==> src/rtl/clangpu_pkg.sv <==
// Shared definitions for the core's AXI read path: fixed AXI encodings and the
// read-arbiter state type.
package clangpu_pkg;

   localparam logic [2:0] AXI_SIZE_4B       = 3'b010;
   localparam logic [1:0] AXI_BURST_INCR    = 2'b01;
   localparam logic [3:0] AXI_CACHE_BUF_MOD = 4'b0011;
   localparam logic [1:0] AXI_RESP_OKAY     = 2'b00;

   typedef enum logic [1:0] {
      IDLE = 2'd0,
      AR   = 2'd1,
      R    = 2'd2,
      RSP  = 2'd3
   } arb_state_t;

endpackage

==> src/rtl/axi_rd_arbiter_rr.sv <==
// Two-way round-robin pick. When both ports request, the one not served last
// wins; a lone requester always wins. Purely combinational; the caller registers.
module rr_arbiter2 (
   input  logic [1:0] req,
   input  logic       last_grant,
   output logic       grant,
   output logic       any
);

   // Port 1 wins when it is alone, or when both ask and port 0 was served last
   always_comb begin
      any   = |req;
      grant = req[1] & (~req[0] | ~last_grant);
   end

endmodule

==> src/rtl/axi_rd_arbiter.sv <==
// Shares one AXI4 read master between instruction fetch (port 0) and data
// load (port 1). One single-beat transaction in flight at a time; the winner's
// index travels on ARID and the returned beat is routed back to that port.
module axi_rd_arbiter
   import clangpu_pkg::*;
#(
   parameter int C_M_AXI_THREAD_ID_WIDTH = 1,
   parameter int C_M_AXI_ADDR_WIDTH      = 32,
   parameter int C_M_AXI_DATA_WIDTH      = 32,
   parameter int C_M_AXI_ARUSER_WIDTH    = 1,
   parameter int C_M_AXI_RUSER_WIDTH     = 4
) (
   input  logic                               ACLK,
   input  logic                               ARESETN,
   input  logic                               REQ0_VALID,
   input  logic [C_M_AXI_ADDR_WIDTH-1:0]      REQ0_ADDR,
   output logic                               REQ0_ACK,
   input  logic                               REQ1_VALID,
   input  logic [C_M_AXI_ADDR_WIDTH-1:0]      REQ1_ADDR,
   output logic                               REQ1_ACK,
   output logic                               RSP0_VALID,
   output logic [C_M_AXI_DATA_WIDTH-1:0]      RSP0_DATA,
   output logic                               RSP0_ERR,
   output logic                               RSP1_VALID,
   output logic [C_M_AXI_DATA_WIDTH-1:0]      RSP1_DATA,
   output logic                               RSP1_ERR,
   output logic                               BUSY,
   output logic [C_M_AXI_THREAD_ID_WIDTH-1:0] M_AXI_ARID,
   output logic [C_M_AXI_ADDR_WIDTH-1:0]      M_AXI_ARADDR,
   output logic [7:0]                         M_AXI_ARLEN,
   output logic [2:0]                         M_AXI_ARSIZE,
   output logic [1:0]                         M_AXI_ARBURST,
   output logic                               M_AXI_ARLOCK,
   output logic [3:0]                         M_AXI_ARCACHE,
   output logic [2:0]                         M_AXI_ARPROT,
   output logic [3:0]                         M_AXI_ARQOS,
   output logic [C_M_AXI_ARUSER_WIDTH-1:0]    M_AXI_ARUSER,
   output logic                               M_AXI_ARVALID,
   input  logic                               M_AXI_ARREADY,
   input  logic [C_M_AXI_THREAD_ID_WIDTH-1:0] M_AXI_RID,
   input  logic [C_M_AXI_DATA_WIDTH-1:0]      M_AXI_RDATA,
   input  logic [1:0]                         M_AXI_RRESP,
   input  logic                               M_AXI_RLAST,
   input  logic [C_M_AXI_RUSER_WIDTH-1:0]     M_AXI_RUSER,
   input  logic                               M_AXI_RVALID,
   output logic                               M_AXI_RREADY
);

   localparam int IDW = C_M_AXI_THREAD_ID_WIDTH;
   localparam int AW  = C_M_AXI_ADDR_WIDTH;
   localparam int DW  = C_M_AXI_DATA_WIDTH;

   arb_state_t    state, state_nxt;
   logic          arb_grant, arb_any;
   logic          grant_r, last_grant_r;
   logic [AW-1:0] araddr_r;
   logic [IDW-1:0] arid_r;
   logic [1:0]    ack_r;
   logic [DW-1:0] rsp_data0_r, rsp_data1_r;
   logic          rsp_err0_r, rsp_err1_r;
   logic          latch_req, ar_hs, r_hs, beat_err;
   logic          unused_bits;

   rr_arbiter2 u_rr (
      .req        ({REQ1_VALID, REQ0_VALID}),
      .last_grant (last_grant_r),
      .grant      (arb_grant),
      .any        (arb_any)
   );

   // State register; reset abandons any beat in flight
   always_ff @(posedge ACLK or negedge ARESETN) begin
      if (!ARESETN) state <= IDLE;
      else          state <= state_nxt;
   end

   // Next state plus the AR/R handshake strobes, decoded straight from state
   always_comb begin
      state_nxt     = state;
      latch_req     = 1'b0;
      ar_hs         = 1'b0;
      r_hs          = 1'b0;
      M_AXI_ARVALID = 1'b0;
      M_AXI_RREADY  = 1'b0;
      case (state)
         IDLE: begin
            if (arb_any) begin
               latch_req = 1'b1;
               state_nxt = AR;
            end
         end
         AR: begin
            M_AXI_ARVALID = 1'b1;
            if (M_AXI_ARREADY) begin
               ar_hs     = 1'b1;
               state_nxt = R;
            end
         end
         R: begin
            M_AXI_RREADY = 1'b1;
            if (M_AXI_RVALID) begin
               r_hs      = 1'b1;
               state_nxt = RSP;
            end
         end
         RSP:     state_nxt = IDLE;
         default: state_nxt = IDLE;
      endcase
   end

   // Latch the winner, its word-aligned address and the one-cycle ACK;
   // round-robin history only advances once the slave has accepted the address
   always_ff @(posedge ACLK or negedge ARESETN) begin
      if (!ARESETN) begin
         grant_r      <= 1'b0;
         last_grant_r <= 1'b1;
         araddr_r     <= '0;
         arid_r       <= '0;
         ack_r        <= 2'b00;
      end else begin
         ack_r <= 2'b00;
         if (latch_req) begin
            grant_r  <= arb_grant;
            araddr_r <= {(arb_grant ? REQ1_ADDR[AW-1:2] : REQ0_ADDR[AW-1:2]), 2'b00};
            arid_r   <= IDW'(arb_grant);
            ack_r    <= arb_grant ? 2'b10 : 2'b01;
         end
         if (ar_hs) last_grant_r <= grant_r;
      end
   end

   // Any bad response code, a missing RLAST or a foreign RID marks the beat bad
   assign beat_err = (M_AXI_RRESP != AXI_RESP_OKAY) | ~M_AXI_RLAST | (M_AXI_RID != arid_r);

   // Capture the beat into the granted port; the other port keeps its last result
   always_ff @(posedge ACLK or negedge ARESETN) begin
      if (!ARESETN) begin
         rsp_data0_r <= '0;
         rsp_data1_r <= '0;
         rsp_err0_r  <= 1'b0;
         rsp_err1_r  <= 1'b0;
      end else if (r_hs) begin
         if (grant_r) begin
            rsp_data1_r <= M_AXI_RDATA;
            rsp_err1_r  <= beat_err;
         end else begin
            rsp_data0_r <= M_AXI_RDATA;
            rsp_err0_r  <= beat_err;
         end
      end
   end

   assign REQ0_ACK   = ack_r[0];
   assign REQ1_ACK   = ack_r[1];
   assign RSP0_VALID = (state == RSP) && !grant_r;
   assign RSP1_VALID = (state == RSP) &&  grant_r;
   assign RSP0_DATA  = rsp_data0_r;
   assign RSP1_DATA  = rsp_data1_r;
   assign RSP0_ERR   = rsp_err0_r;
   assign RSP1_ERR   = rsp_err1_r;
   assign BUSY       = (state != IDLE);

   assign M_AXI_ARID    = arid_r;
   assign M_AXI_ARADDR  = araddr_r;
   assign M_AXI_ARLEN   = 8'd0;
   assign M_AXI_ARSIZE  = AXI_SIZE_4B;
   assign M_AXI_ARBURST = AXI_BURST_INCR;
   assign M_AXI_ARLOCK  = 1'b0;
   assign M_AXI_ARCACHE = AXI_CACHE_BUF_MOD;
   assign M_AXI_ARPROT  = 3'b000;
   assign M_AXI_ARQOS   = 4'b0000;
   assign M_AXI_ARUSER  = '0;

   // Address byte-offset bits and RUSER carry nothing this block needs
   assign unused_bits = ^{REQ0_ADDR[1:0], REQ1_ADDR[1:0], M_AXI_RUSER};

endmodule

==> config.mk <==
export PLATFORM = sky130hd
export DESIGN_NAME = axi_rd_arbiter
export DESIGN_NICKNAME = d
export VERILOG_FILES = /design/src/rtl/clangpu_pkg.sv /design/src/rtl/axi_rd_arbiter_rr.sv /design/src/rtl/axi_rd_arbiter.sv
export SDC_FILE = /design/constraint.sdc
export NUM_CORES = 1
export LEC_CHECK = 0
export ABC_AREA = 1
export CELL_PAD_IN_SITES_DETAIL_PLACEMENT = 2
export CELL_PAD_IN_SITES_GLOBAL_PLACEMENT = 2
export CORE_ASPECT_RATIO = 2
export CORE_UTILIZATION = 31
export CTS_CLUSTER_DIAMETER = 50
export CTS_CLUSTER_SIZE = 14
export DETAILED_ROUTE_END_ITERATION = 12
export DONT_BUFFER_PORTS = 1
export PLACE_DENSITY_LB_ADDON = 0.1
export SYNTH_ARGS = -nofsm -noshare
export SYNTH_HDL_FRONTEND = slang
export SYNTH_SLANG_ARGS = --single-unit
==> constraint.sdc <==
create_clock -name ACLK -period 1.4 [get_ports ACLK]
set_input_delay 0.28 -clock ACLK [delete_from_list [all_inputs] [get_ports ACLK]]
set_output_delay 0.28 -clock ACLK [all_outputs]
set_load 0.005 [all_outputs]
; ---- After elaboration in Yosys (flattened, before gate mapping)
; Index checks and enable logic that the tools add are counted.
[word_totals]
register_bits = 102
in_bits = 110
elab_cells = 49
[op_classes]
n_eq_ne = 7
muxes = 15
bitwise = 8
n_reduce_logical = 10
[op_table]
columns = operator, count
row1 = $mux W30, 1
row2 = $mux W2, 5
row3 = $mux W1, 8
row4 = $pmux W2 S4, 1
row5 = $ne A2 B2 Y1 const B, 3
row6 = $eq A2 B2 Y1 const B, 2
row7 = $not A1 Y1, 4
row8 = $reduce_and A2 Y1, 2
row9 = $reduce_bool A2 Y1, 2
row10 = $or A1 B1 Y1, 3
row11 = $reduce_and A3 Y1, 1
row12 = $eq A2 B1 Y1 const B, 1
row13 = $logic_and A1 B1 Y1, 2
row14 = $logic_not A2 Y1, 1
row15 = $reduce_or A2 Y1, 1
row16 = $and A1 B1 Y1, 1
row17 = $logic_not A1 Y1, 1
row18 = $ne A1 B1 Y1, 1

; ---- Logic depth before layout (Yosys ltp)
[depth]
word_depth = 5
mapped_depth = 8
mapped_depth_nobuf = 6

; ---- Modules after synthesis
; Synthesis repeated with hierarchy kept, for this count alone.
[unflattened]
cells_unflattened = 490
hier_area_um2 = 4727.0
[by_module_without_submodules]
columns = module, instances, cells_each, area_each_um2, seq_area_each_um2
row1 = axi_rd_arbiter, 1, 487, 4712.0, 2553.7
row2 = rr_arbiter2, 1, 3, 15.0, 0.0

; ---- Least setup slack after synthesis
; No wires, ideal clock.
[synth_timing]
path_type = register to register
startpoint = register state[0]
endpoint = register rsp_data0_r[10], in the netlist RSP0_DATA[10]
setup_time_ps = 130
arrival_ps = 1210
required_ps = 1270
slack_ps = 60
path_stages_with_launch = 8
cell_sequence = dfrtp_1 inv_1 ha_1 nand3_2 buf_6 buf_6 nand2_1 o21ai_0
[synth_via]
elab_chain_len = 3
[synth_rtl]
columns = element, line_no
row1 = start: declaration, axi_rd_arbiter.sv:53  ; arb_state_t state, state_nxt;
row2 = start signal: assignment, axi_rd_arbiter.sv:74  ; else state <= state_nxt;
row3 = $eq A2 B2 Y1, axi_rd_arbiter.sv:85  ; case (state)
row4 = $mux W1, axi_rd_arbiter.sv:85
row5 = $reduce_and A2 Y1 (no source line), -
row6 = end signal: assignment, axi_rd_arbiter.sv:138  ; rsp_data0_r <= '0;
row7 = end signal: assignment, axi_rd_arbiter.sv:147  ; rsp_data0_r <= M_AXI_RDATA;
row8 = end: declaration, axi_rd_arbiter.sv:59  ; logic [DW-1:0] rsp_data0_r, rsp_data1_r;
; Every way passes these cells.
; A chain may end at the register's enable or synchronous reset.

; ---- Worst setup path after layout
[layout_timing]
startpoint = register state[1]
endpoint = output BUSY
[layout_via]
elab_chain_len = 1
[layout_rtl]
columns = element, line_no
row1 = $reduce_bool A2 Y1, axi_rd_arbiter.sv:161  ; assign BUSY = (state != IDLE);
row2 = end: declaration, axi_rd_arbiter.sv:27  ; output logic BUSY,
; Every way passes these cells.

==> out/qor.csv <==
stage,metric,value,unit
status,outcome,"finished, violations left",
status,violations,"hold timing, setup timing",
floorplan,fp.dieArea,15200,um2
timing,setup_ws,-0.0849,ns
finish,antenna_cells,0,
timing,setup_viol_count_final,7,
synthesis,synth.most_common_cell,nand2_1,
flow_run,drv_cap,0,
synthesis,yosys_warnings,0,
finish,final_nets,608,
cts,htreeDepth,3,
detailed_routing,via_per_inst,4.92,
placed_design,dp_hpwl,9510,um
setup_path,cp.arrival,1.20,ns
placed_design,io_buffers,0,
timing,hold_ws,-0.382,ns
global_routing,antenna_found_initial,0,
cts,cts.clk_slew.worst_paths,0.08,ns
setup_path,cp-start-kind,flop,
detailed_routing,drc,0,
synthesis,yosysTopAreaCell,dfrtp_1,
cts,clockRootBuffer,clkbuf_16,
setup_path,cp-end-kind,output pin,
cts,hold_buffers,1,
finish,nFillCells,1618,
synthesis,synth_area,4540,um2
cts,tritoncts,built,
detailed_routing,routedWlPerCell,19.3,um
timing,min_period,1.48,ns
cts,numCtsBuffers,9,
floorplan,die_y,173,um
setup_path,crit_required,1.12,ns
synthesis,ys_top_cells_by_area,"dfrtp_1 (56%), nand2_1 (9.6%), nand3_1 (6.7%)",
timing,tns,-0.208,ns
synthesis,synth_common_cells,"nand2_1 (116), dfrtp_1 (101), nand3_1 (61)",
floorplan,start_util,0.317,
global_routing,grt_pass1_wl,20800,um
timing,fmax,0.673,GHz
detailed_routing,postRouteWirelength,13400,um
pwr,irDropWorstVdd,0.722,mV
timing,skew,0.0110,ns
finish,seq_area,2550,um2
global_routing,gr-usage-all-layers,0.180,
synthesis,syn_avg_cell_area,9.09,um2
detailed_routing,ant_nets,0,
synthesis,synth_cell_types,24,
placed_design,gp_congestion,0.685,
global_routing,grt-ovfl-total,0,
floorplan,core_area,14400,um2
setup_path,path_max_fanout,4,
timing,drv_slew,0,
synthesis,seq_area_frac_synth,0.562,
floorplan,rows,62,
timing,rsz0062_at_grt,true,
detailed_routing,drt_pass1_iterations,4,
synthesis,synth-edff-count,0,
setup_path,rr_worst_depth,7,
detailed_routing,detail_route.iter0.violations,94,
cts,clock_path_buffers,2,
synthesis,async_reset_ff_frac,1.00,
global_routing,grt_max_degree,103,
synthesis,synth.ff_latch_count,102,
timing,fin_crit_sh,1.06,
placed_design,dpl.cell_count,674,
synthesis,synth_ff_type,dfrtp_1,
finish,multi_input_area,1550,um2
cts,insertion_delay,0.35,ns
pwr,leakagePower,2.48,nW
min_path,hp-class,in2async,
floorplan,die_w,87.6,um
cts,clkSinkCount,102,
finish,drive_gt1_frac,0.106,
timing,hold_viol,102,
synthesis,synth_top_area_frac,0.556,
floorplan,ios,242,
pwr,pwr_density_cell,2300,nW/um2
detailed_routing,vias,3398,
finish,finalNonFillerCells,691,
synthesis,synth_cells,500,
finish,areaGrowthSynthToFinish,11.4,%
setup_path,path_class,reg2out,
global_routing,grt_pass1_vias,3814,
[layout by cell type (no fill, tap or decap)]
cell type,Yosys,routed
o21bai_1,1,1
inv_4,0,3
nor2_4,0,1
inv_1,43,39
clkbuf_8,0,1
clkinv_4,0,2
nand2_2,0,1
nand2_1,116,115
ha_4,0,4
clkbuf_16,0,9
nor2_2,2,2
dfrtp_2,0,1
conb_1,2,28
dfstp_2,1,1
o21ai_2,1,1
o21ai_1,28,31
clkinvlp_4,0,2
buf_4,30,7
o21ai_0,36,33
inv_8,0,1
buf_12,0,7
buf_6,9,4
nor2_1,3,2
inv_6,0,1
nand3_2,2,2
a31oi_1,1,1
dfrtp_1,101,100
nand3_1,61,61
dlygate4sd3_1,0,1
a21oi_1,2,2
inv_2,2,3
nand4_1,32,32
[power breakdown]
group,internal [W],switching [W],total (W)
Clock,0.00128,0.00122,0.00250
Combinational,0.00153,0.00205,0.00359
Sequential,0.00434,0.00121,0.00555
Total,0.00716,0.00448,0.0116
[layout make-up]
type	instances	share of cell area
clock buffers	10	0.0472
clock inverters	6	0.0104
inverters	45	0.0348
multi-input cells	317	0.307
flip-flops and latches	102	0.505
well taps	192	0.0474
repair buffers	19	0.0489
[critical path, cell delays in order, from the launching register on]
cell	delay (ns)
dfrtp_2	0.47
inv_4	0.10
ha_4	0.15
inv_4	0.04
buf_6	0.11
[layer usage]
layer  global-route usage  part of all wire
met1                0.185              0.35
met3               0.0643             0.082
met5                    0                 0
met2                0.332              0.56
met4               0.0526             0.011
[sequential cells by signal, summed over array words and instances (netlist names)]
signal        flops
RSP1_DATA        32
M_AXI_ARID        1
RSP0_DATA        32
RSP1_ERR          1
state             2
ack_r             2
M_AXI_ARADDR     30
RSP0_ERR          1
last_grant_r      1
[what timing repair did]
item | in CTS | in global routing
pin swaps | 1 | 2
setup endpoints to repair | 92 | 37
gates cloned | 0 | 0
hold endpoints to repair | 103 | 102
buffers inserted | 1 | 0
gates resized for setup | 15 | 11
[path summary, 6_finish.rpt]
check,start,endpoint,slack (ns)
hold / removal,ARESETN,RSP0_DATA[9],-0.38
hold reg to reg,RSP1_DATA[2],RSP1_DATA[2],0.51
max in group asynchronous,ARESETN,last_grant_r,1.60
setup reg to reg,state[1],M_AXI_ARADDR[26],0
min in group ACLK,REQ1_VALID,ack_r[0],0.02
setup / recovery,state[1],BUSY,-0.08
[metrics by stage]
step                      area, um2  power [W]  setup slack [ns]  utilization  hold WS [ns]
final                          5060     0.0116           -0.0849        0.353        -0.382
after CTS                      5040     0.0118            -0.107        0.351        -0.397
after global placement         4680    0.00884            0.0172        0.326       -0.0135
after global routing           5060     0.0125            -0.138        0.353        -0.407
after detailed placement       4680    0.00909           -0.0943        0.326       -0.0135
after floorplan                4640    0.00767            0.0602            -       -0.0156
[cell families (layout without fill, tap and decap cells)]
kind of cell / after synthesis / after routing / share of synthesized area
adder cells (fa/ha/maj): 4 / 4 / 0.0110
flip-flops: 102 / 102 / 0.562
AO/OA/AOI/OAI: 69 / 69 / 0.0776
AND/OR/NAND/NOR: 216 / 216 / 0.217
buffers and inverters: 107 / 80 / 0.131
other: 2 / 28 / 0.00165
No activity file was read; power rests on OpenSTA's default activity.
